## config.mk

```make
export PLATFORM = sky130hd
export DESIGN_NAME = ahb3lite_sdram_port_arb_flat
export DESIGN_NICKNAME = d
export VERILOG_FILES = /design/src/rtl/ahb3lite_sdram_pkg.sv /design/src/rtl/ahb3lite_sdram_port_arb_if.sv /design/src/rtl/ahb3lite_sdram_rr_pick.sv /design/src/rtl/ahb3lite_sdram_port_arb.sv /design/src/flat_wrapper.sv
export SDC_FILE = /design/constraint.sdc
export NUM_CORES = 1
export LEC_CHECK = 0
export ABC_AREA = 1
export CORE_AREA = 2 2 39 41
export DETAILED_ROUTE_END_ITERATION = 8
export DIE_AREA = 0 0 41 43
export HOLD_SLACK_MARGIN = 0.02
export SLEW_MARGIN = 15
export SYNTH_ARGS = -nofsm -noshare
export SYNTH_HDL_FRONTEND = slang
export SYNTH_SLANG_ARGS = --single-unit
```

## constraint.sdc

```tcl
create_clock -name HCLK -period 1.4 [get_ports HCLK]
set_clock_uncertainty 0.2 [all_clocks]
set_input_delay 0.28 -clock HCLK [delete_from_list [all_inputs] [get_ports HCLK]]
set_output_delay 0.28 -clock HCLK [all_outputs]
set_load 0.01 [all_outputs]
```

## src/rtl/ahb3lite_sdram_pkg.sv

```systemverilog
// ahb3lite_sdram_pkg
// Types and helpers shared by the SDRAM controller, the port arbiter and
// the write-buffer flush arbiter.
//   arb_state_t : arbiter FSM encoding
//   onehot2bin  : one-hot (up to 8 bits) to binary index
package ahb3lite_sdram_pkg;

    typedef enum logic [1:0] {
        ARB_IDLE    = 2'd0,
        ARB_GRANT   = 2'd1,
        ARB_REFRESH = 2'd2
    } arb_state_t;

    localparam int ARB_MAX_PORTS = 8;

    function automatic logic [2:0] onehot2bin(input logic [ARB_MAX_PORTS-1:0] oh);
        logic [2:0] b;
        b = '0;
        for (int i = 0; i < ARB_MAX_PORTS; i++) begin
            if (oh[i]) b = b | 3'(i);
        end
        return b;
    endfunction

endpackage

```

## src/rtl/ahb3lite_sdram_port_arb_if.sv

```systemverilog
// ahb3lite_sdram_port_arb_if
// Request/grant bundle between the AHB port front-ends, the command
// sequencer and the port arbiter.
//   port_req_i / port_lock_i : per-port request and lock (levels)
//   xfer_done_i              : sequencer finished the granted access (pulse)
//   ref_req_i / ref_done_i   : refresh due (level) / refresh finished (pulse)
//   port_gnt_o, gnt_vld_o, gnt_id_o, ref_gnt_o : arbiter decisions
// slave  : arbiter side
// master : requester / sequencer side
interface ahb3lite_sdram_port_arb_if #(
    parameter int AHB_PORTS    = 1,
    parameter int PORT_ID_SIZE = $clog2(AHB_PORTS > 1 ? AHB_PORTS : 2)
);
    logic [AHB_PORTS-1:0]    port_req_i;
    logic [AHB_PORTS-1:0]    port_lock_i;
    logic                    xfer_done_i;
    logic                    ref_req_i;
    logic                    ref_done_i;
    logic [AHB_PORTS-1:0]    port_gnt_o;
    logic                    gnt_vld_o;
    logic [PORT_ID_SIZE-1:0] gnt_id_o;
    logic                    ref_gnt_o;

    modport slave (
        input  port_req_i, port_lock_i, xfer_done_i, ref_req_i, ref_done_i,
        output port_gnt_o, gnt_vld_o, gnt_id_o, ref_gnt_o
    );

    modport master (
        output port_req_i, port_lock_i, xfer_done_i, ref_req_i, ref_done_i,
        input  port_gnt_o, gnt_vld_o, gnt_id_o, ref_gnt_o
    );
endinterface

```

## src/rtl/ahb3lite_sdram_rr_pick.sv

```systemverilog
// ahb3lite_sdram_rr_pick
// Combinational rotate-priority picker: the first set bit of req_i found
// searching upward from ptr_i+1 with wrap-around wins.
//   req_i    : request vector
//   ptr_i    : index of the previous winner
//   win_oh_o : one-hot winner (zero when no request)
//   win_id_o : binary index of the winner
module ahb3lite_sdram_rr_pick
    import ahb3lite_sdram_pkg::*;
#(
    parameter int N   = 1,
    parameter int IDW = 1
) (
    input  logic [N-1:0]   req_i,
    input  logic [IDW-1:0] ptr_i,
    output logic [N-1:0]   win_oh_o,
    output logic [IDW-1:0] win_id_o
);

    logic [2:0] bin;

    always_comb begin
        logic           found;
        logic [IDW-1:0] idx;
        win_oh_o = '0;
        found    = 1'b0;
        idx      = '0;
        // i runs to N so the previous winner is considered last
        for (int i = 1; i <= N; i++) begin
            idx = IDW'((int'(ptr_i) + i) % N);
            if (!found && req_i[idx]) begin
                win_oh_o[idx] = 1'b1;
                found         = 1'b1;
            end
        end
    end

    assign bin      = onehot2bin(ARB_MAX_PORTS'(win_oh_o));
    assign win_id_o = bin[IDW-1:0];

endmodule

```

## src/rtl/ahb3lite_sdram_port_arb.sv

```systemverilog
// ahb3lite_sdram_port_arb
// Round-robin owner selection for the single SDRAM command engine, with
// locked sequences and refresh priority (bounded deferral under lock).
//   HCLK, HRESETn : clock, synchronous active-low reset
//   bus (slave)   : requests, locks, done pulses in; grants out
//
//   state       | meaning
//   ARB_IDLE    | nobody owns the engine; arbitrate next edge
//   ARB_GRANT   | one port owns the engine until its access completes
//   ARB_REFRESH | refresh sequence owns the engine until ref_done_i
module ahb3lite_sdram_port_arb
    import ahb3lite_sdram_pkg::*;
#(
    parameter int AHB_PORTS     = 1,
    parameter int REF_MAX_DEFER = 4,
    parameter int PORT_ID_SIZE  = $clog2(AHB_PORTS > 1 ? AHB_PORTS : 2)
) (
    input  logic                     HCLK,
    input  logic                     HRESETn,
    ahb3lite_sdram_port_arb_if.slave bus
);

    localparam int DW = $clog2(REF_MAX_DEFER + 1);
    localparam logic [DW-1:0] DEFER_MAX = DW'(REF_MAX_DEFER);
    localparam logic [PORT_ID_SIZE-1:0] PTR_RST = PORT_ID_SIZE'(AHB_PORTS - 1);

    arb_state_t              state_q;
    logic [AHB_PORTS-1:0]    port_gnt_q;
    logic [PORT_ID_SIZE-1:0] gnt_id_q;
    logic [PORT_ID_SIZE-1:0] ptr_q;
    logic                    ref_gnt_q;
    logic [DW-1:0]           defer_q;
    logic [DW-1:0]           defer_d;

    logic [AHB_PORTS-1:0]    pick_oh;
    logic [PORT_ID_SIZE-1:0] pick_id;
    logic                    owner_lock;
    logic                    force_ref;

    ahb3lite_sdram_rr_pick #(
        .N   (AHB_PORTS),
        .IDW (PORT_ID_SIZE)
    ) u_pick (
        .req_i    (bus.port_req_i),
        .ptr_i    (ptr_q),
        .win_oh_o (pick_oh),
        .win_id_o (pick_id)
    );

    assign owner_lock = |(port_gnt_q & bus.port_lock_i);
    assign defer_d    = (defer_q == DEFER_MAX) ? defer_q : defer_q + DW'(1);
    // Refresh is forced on the access that brings the deferral count to the limit
    assign force_ref  = bus.ref_req_i && (defer_d == DEFER_MAX);

    always_ff @(posedge HCLK) begin
        if (!HRESETn) begin
            state_q    <= ARB_IDLE;
            port_gnt_q <= '0;
            gnt_id_q   <= '0;
            ptr_q      <= PTR_RST;
            ref_gnt_q  <= 1'b0;
            defer_q    <= '0;
        end else begin
            case (state_q)
                ARB_IDLE: begin
                    if (bus.ref_req_i) begin
                        state_q   <= ARB_REFRESH;
                        ref_gnt_q <= 1'b1;
                        defer_q   <= '0;
                    end else if (|bus.port_req_i) begin
                        state_q    <= ARB_GRANT;
                        port_gnt_q <= pick_oh;
                        gnt_id_q   <= pick_id;
                        ptr_q      <= pick_id;
                    end
                end
                ARB_GRANT: begin
                    if (bus.xfer_done_i) begin
                        if (bus.ref_req_i) defer_q <= defer_d;
                        // Leaving through IDLE keeps a gap cycle before refresh takes over
                        if (force_ref || !owner_lock) begin
                            state_q    <= ARB_IDLE;
                            port_gnt_q <= '0;
                        end
                    end
                end
                ARB_REFRESH: begin
                    if (bus.ref_done_i) begin
                        state_q   <= ARB_IDLE;
                        ref_gnt_q <= 1'b0;
                    end
                end
                default: begin
                    state_q    <= ARB_IDLE;
                    port_gnt_q <= '0;
                    ref_gnt_q  <= 1'b0;
                end
            endcase
        end
    end

    assign bus.port_gnt_o = port_gnt_q;
    assign bus.gnt_vld_o  = |port_gnt_q;
    assign bus.ref_gnt_o  = ref_gnt_q;

    generate
        if (AHB_PORTS == 1) begin : g_single
            assign bus.gnt_id_o = '0;
        end else begin : g_multi
            assign bus.gnt_id_o = gnt_id_q;
        end
    endgenerate

endmodule

```

## src/flat_wrapper.sv

```systemverilog
// flat-port wrapper written by rule: the top's interface ports become plain ports
module ahb3lite_sdram_port_arb_flat import ahb3lite_sdram_pkg::*;
#(
    parameter int AHB_PORTS     = 1,
    parameter int REF_MAX_DEFER = 4,
    parameter int PORT_ID_SIZE  = $clog2(AHB_PORTS > 1 ? AHB_PORTS : 2)
)
  (HCLK, HRESETn, bus_port_req_i, bus_port_lock_i, bus_xfer_done_i, bus_ref_req_i, bus_ref_done_i, bus_port_gnt_o, bus_gnt_vld_o, bus_gnt_id_o, bus_ref_gnt_o);
  ahb3lite_sdram_port_arb_if #(.AHB_PORTS(AHB_PORTS), .PORT_ID_SIZE(PORT_ID_SIZE)) bus_i ();
  input  logic HCLK;
  input  logic HRESETn;
  input wire logic [$bits(bus_i.port_req_i)-1:0] bus_port_req_i;
  input wire logic [$bits(bus_i.port_lock_i)-1:0] bus_port_lock_i;
  input wire logic [$bits(bus_i.xfer_done_i)-1:0] bus_xfer_done_i;
  input wire logic [$bits(bus_i.ref_req_i)-1:0] bus_ref_req_i;
  input wire logic [$bits(bus_i.ref_done_i)-1:0] bus_ref_done_i;
  output wire logic [$bits(bus_i.port_gnt_o)-1:0] bus_port_gnt_o;
  output wire logic [$bits(bus_i.gnt_vld_o)-1:0] bus_gnt_vld_o;
  output wire logic [$bits(bus_i.gnt_id_o)-1:0] bus_gnt_id_o;
  output wire logic [$bits(bus_i.ref_gnt_o)-1:0] bus_ref_gnt_o;
  assign bus_i.port_req_i = bus_port_req_i;
  assign bus_i.port_lock_i = bus_port_lock_i;
  assign bus_i.xfer_done_i = bus_xfer_done_i;
  assign bus_i.ref_req_i = bus_ref_req_i;
  assign bus_i.ref_done_i = bus_ref_done_i;
  assign bus_port_gnt_o = bus_i.port_gnt_o;
  assign bus_gnt_vld_o = bus_i.gnt_vld_o;
  assign bus_gnt_id_o = bus_i.gnt_id_o;
  assign bus_ref_gnt_o = bus_i.ref_gnt_o;
  ahb3lite_sdram_port_arb #(.AHB_PORTS(AHB_PORTS), .REF_MAX_DEFER(REF_MAX_DEFER), .PORT_ID_SIZE(PORT_ID_SIZE)) u_core (.HCLK(HCLK), .HRESETn(HRESETn), .bus(bus_i));
endmodule
```

==> results.sh <==
export IMPL_outcome="completed"
export IMPL_synth_ff_type="dfxtp_1"
export IMPL_core_rowCount=14
export IMPL_fin_crit_ps=1380
export IMPL_synth_area_um2=450
export IMPL_postSynthAreaPerCell_um2=6.09
export IMPL_min_path_type="in2reg"
export IMPL_slowest_stage="dfxtp_4"
export IMPL_ios=11
export IMPL_dieArea_um2=1760
export IMPL_grt_max_degree=7
export IMPL_vias=476
export IMPL_worst_skew_pair_late_latency_ps=260
export IMPL_track_usage_pct=12.6
export IMPL_area_growth_synth_to_final_pct=40.0
export IMPL_postCtsSetupRepairBufs=0
export IMPL_syn_num_nets=83
export IMPL_slew_viol_final=0
export IMPL_worstPathArrival_ps=1340
export IMPL_dr_pass1_iters=2
export IMPL_path_class="reg2reg"
export IMPL_dieWidth_um=41
export IMPL_p_clk_share_pct=31.8
export IMPL_portBuffers=9
export IMPL_grt_pass1_vias=388
export IMPL_cts_sinks=7
export IMPL_hpwl_um=713
export IMPL_power_density_nw_per_um2=942
export IMPL_switching_power_mw=0.188
export IMPL_ir_drop_mv=0.522
export IMPL_synth_top_area_cell="dfxtp_1"
export IMPL_yosysMostFrequentCell="nand2_1"
export IMPL_overflow=0
export IMPL_fillers=160
export IMPL_fin_util_pct=45.6
export IMPL_drc=0
export IMPL_grt_pass1_wl_mm=1.42
export IMPL_synth_area_top_cells="dfxtp_1 (31%), nand2_1 (19%), inv_1 (11%), a21oi_1 (8.9%), nand3_1 (7.8%)"
export IMPL_rsz0062_at_grt="true"
export IMPL_wl_per_cell_um=9.15
export IMPL_cts_path_max_buffers=2
export IMPL_p_seq_share_pct=39.7
export IMPL_path_buf_inv=2
export IMPL_setup_viol=0
export IMPL_endpoint_kind="flop"
export IMPL_core_um2=1380
export IMPL_power_internal_mw=0.406
export IMPL_leakagePower_nw=0.319
export IMPL_max_freq_mhz=724
export IMPL_synth_edf_count=0
export IMPL_crit_top_cell="nand2_1"
export IMPL_synthTopCellsByCount="nand2_1 (23), inv_1 (13), a21oi_1 (8)"
export IMPL_wl_um=952
export IMPL_power_mw=0.594
export IMPL_whs_ps=196
export IMPL_drive_gt1_share_pct=26.1
export IMPL_p_comb_share_pct=28.4
export IMPL_worstPathRequired_ps=1350
export IMPL_path_max_fanout=4
export IMPL_via_per_inst=4.58
export IMPL_start_util_pct=32.5
export IMPL_cts_buffers=3
export IMPL_nets=98
export IMPL_fin_crit_sh_pct=98.7
export IMPL_drt_initial_drc_count=2
export IMPL_hold_viol_final=0
export IMPL_cp_top_family="simple AND/OR/NAND/NOR gates"
export IMPL_gp_congestion=0.688
export IMPL_cts_root_buf="clkbuf_4"
export IMPL_grt_antenna_before_repair=0
export IMPL_cp_cell_sequence="inv_4 -> ha_4 -> nand2_2 -> nand2_1 -> nand2_1 -> nand3_1 -> nand2_1 -> nand3_1 -> nand2_1 -> inv_1"
export IMPL_antenna_cells=0
export IMPL_max_cap_violations=0
export IMPL_async_flop_share_pct=0
export IMPL_synthCells=74
export IMPL_synth_top_area_share_pct=31.1
export IMPL_antenna_left=0
export IMPL_cpPeakStageDelay_ps=370
export IMPL_start_kind="flop"
export IMPL_cts_clk_slew_worst_paths_ps=50
export IMPL_synth_seq_area_share_pct=31.1
export IMPL_swShare_pct=31.7
export IMPL_synthDistinctLibCells=14
export IMPL_yosysWarnings=0
export IMPL_die_h_um=43
export IMPL_cts_tree="built"
export IMPL_synth_seq_cells=7
export IMPL_htreeDepth=1
## worst reg2reg max path: cells and delay by family, from the launching register on
family / cells / cell delay [ps]
AND/OR/NAND/NOR: 7 / 480
buffers and inverters: 2 / 70
flip-flops: 1 / 370
adder cells (fa/ha/maj): 1 / 150
## cell usage in the layout (no fill, tap or decap), drive strengths merged
cell type,instances
a21oi,8
and3,1
buf,3
clkbuf,5
clkdlybuf4s50,5
conb,1
dfxtp,7
dlygate4sd2,2
dlymetal6s2s,1
ha,2
inv,14
nand2,23
nand3,7
nand3b,1
nor2,7
o21ai,1
## power groups by stage
stage          registers, mW  clock network (mW)  logic (mW)
6_report               0.236               0.189       0.169
3_5_place_dp           0.239                   0       0.169
5_1_grt                0.238               0.211       0.189
3_3_place_gp           0.238                   0       0.171
4_1_cts                0.235               0.192       0.162
2_1_floorplan          0.242                   0      0.0993
## cells by family after synthesis
group / after synthesis / share of synthesized area [%]
buf+inv: 16 / 15.0
fa+ha+maj: 2 / 5.55
simple gates: 39 / 37.5
flops: 7 / 31.1
compound gates: 9 / 10.0
other cells: 1 / 0.833
## routing by layer
layer  track usage (%)  share of wire [%]  vias up
li1                  -                  -      253
met1              13.9                 41      211
met2              18.1                 52        8
met3              3.14                3.5        4
met4              12.0                3.2        0
met5                 0                  0        -
## path summary, 6_finish.rpt
path                         from              endpoint  slack, ps  cells past startpoint
min                 bus_ref_req_i  u_core.bus.ref_gnt_o        200                      3
max             u_core.defer_q[0]     u_core.state_q[0]         20                     10
max reg2reg     u_core.defer_q[0]     u_core.state_q[0]         20                     10
min reg2reg  u_core.bus.ref_gnt_o  u_core.bus.ref_gnt_o        250                      2
## registers in the layout, indices dropped and copies added (netlist names)
name and cells:
u_core.bus.ref_gnt_o 1, u_core.state_q 2, u_core.bus.gnt_vld_o 1, u_core.defer_q 3
## layout make-up
class                           count  area [um2]  share of cell area (%)
Sequential cell                     7         146                    23.2
Timing Repair Buffer               12         108                    17.1
Multi-Input combinational cell     51         275                    43.7
Inverter                           14        55.1                    8.73
Tap cell                           16        20.0                    3.17
Clock buffer                        4        26.3                    4.17
## repair_timing
action                                  CTS  global route
hold buffers                              0             0
resized for setup                         8            13
pin swaps                                 4             4
endpoints found under the setup margin    6             7
## per-stage QoR
step	instance area, um2	std cells	setup TNS (ps)	setup slack (ps)
final	631	104	0	18.5
after global routing	631	104	-103	-75.4
after CTS	598	104	0	7.73
after detailed placement	568	100	-1160	-249
after global placement	568	100	-1140	-255
after floorplan	450	74	0	20.0
Power figures use the tool's default switching activity.
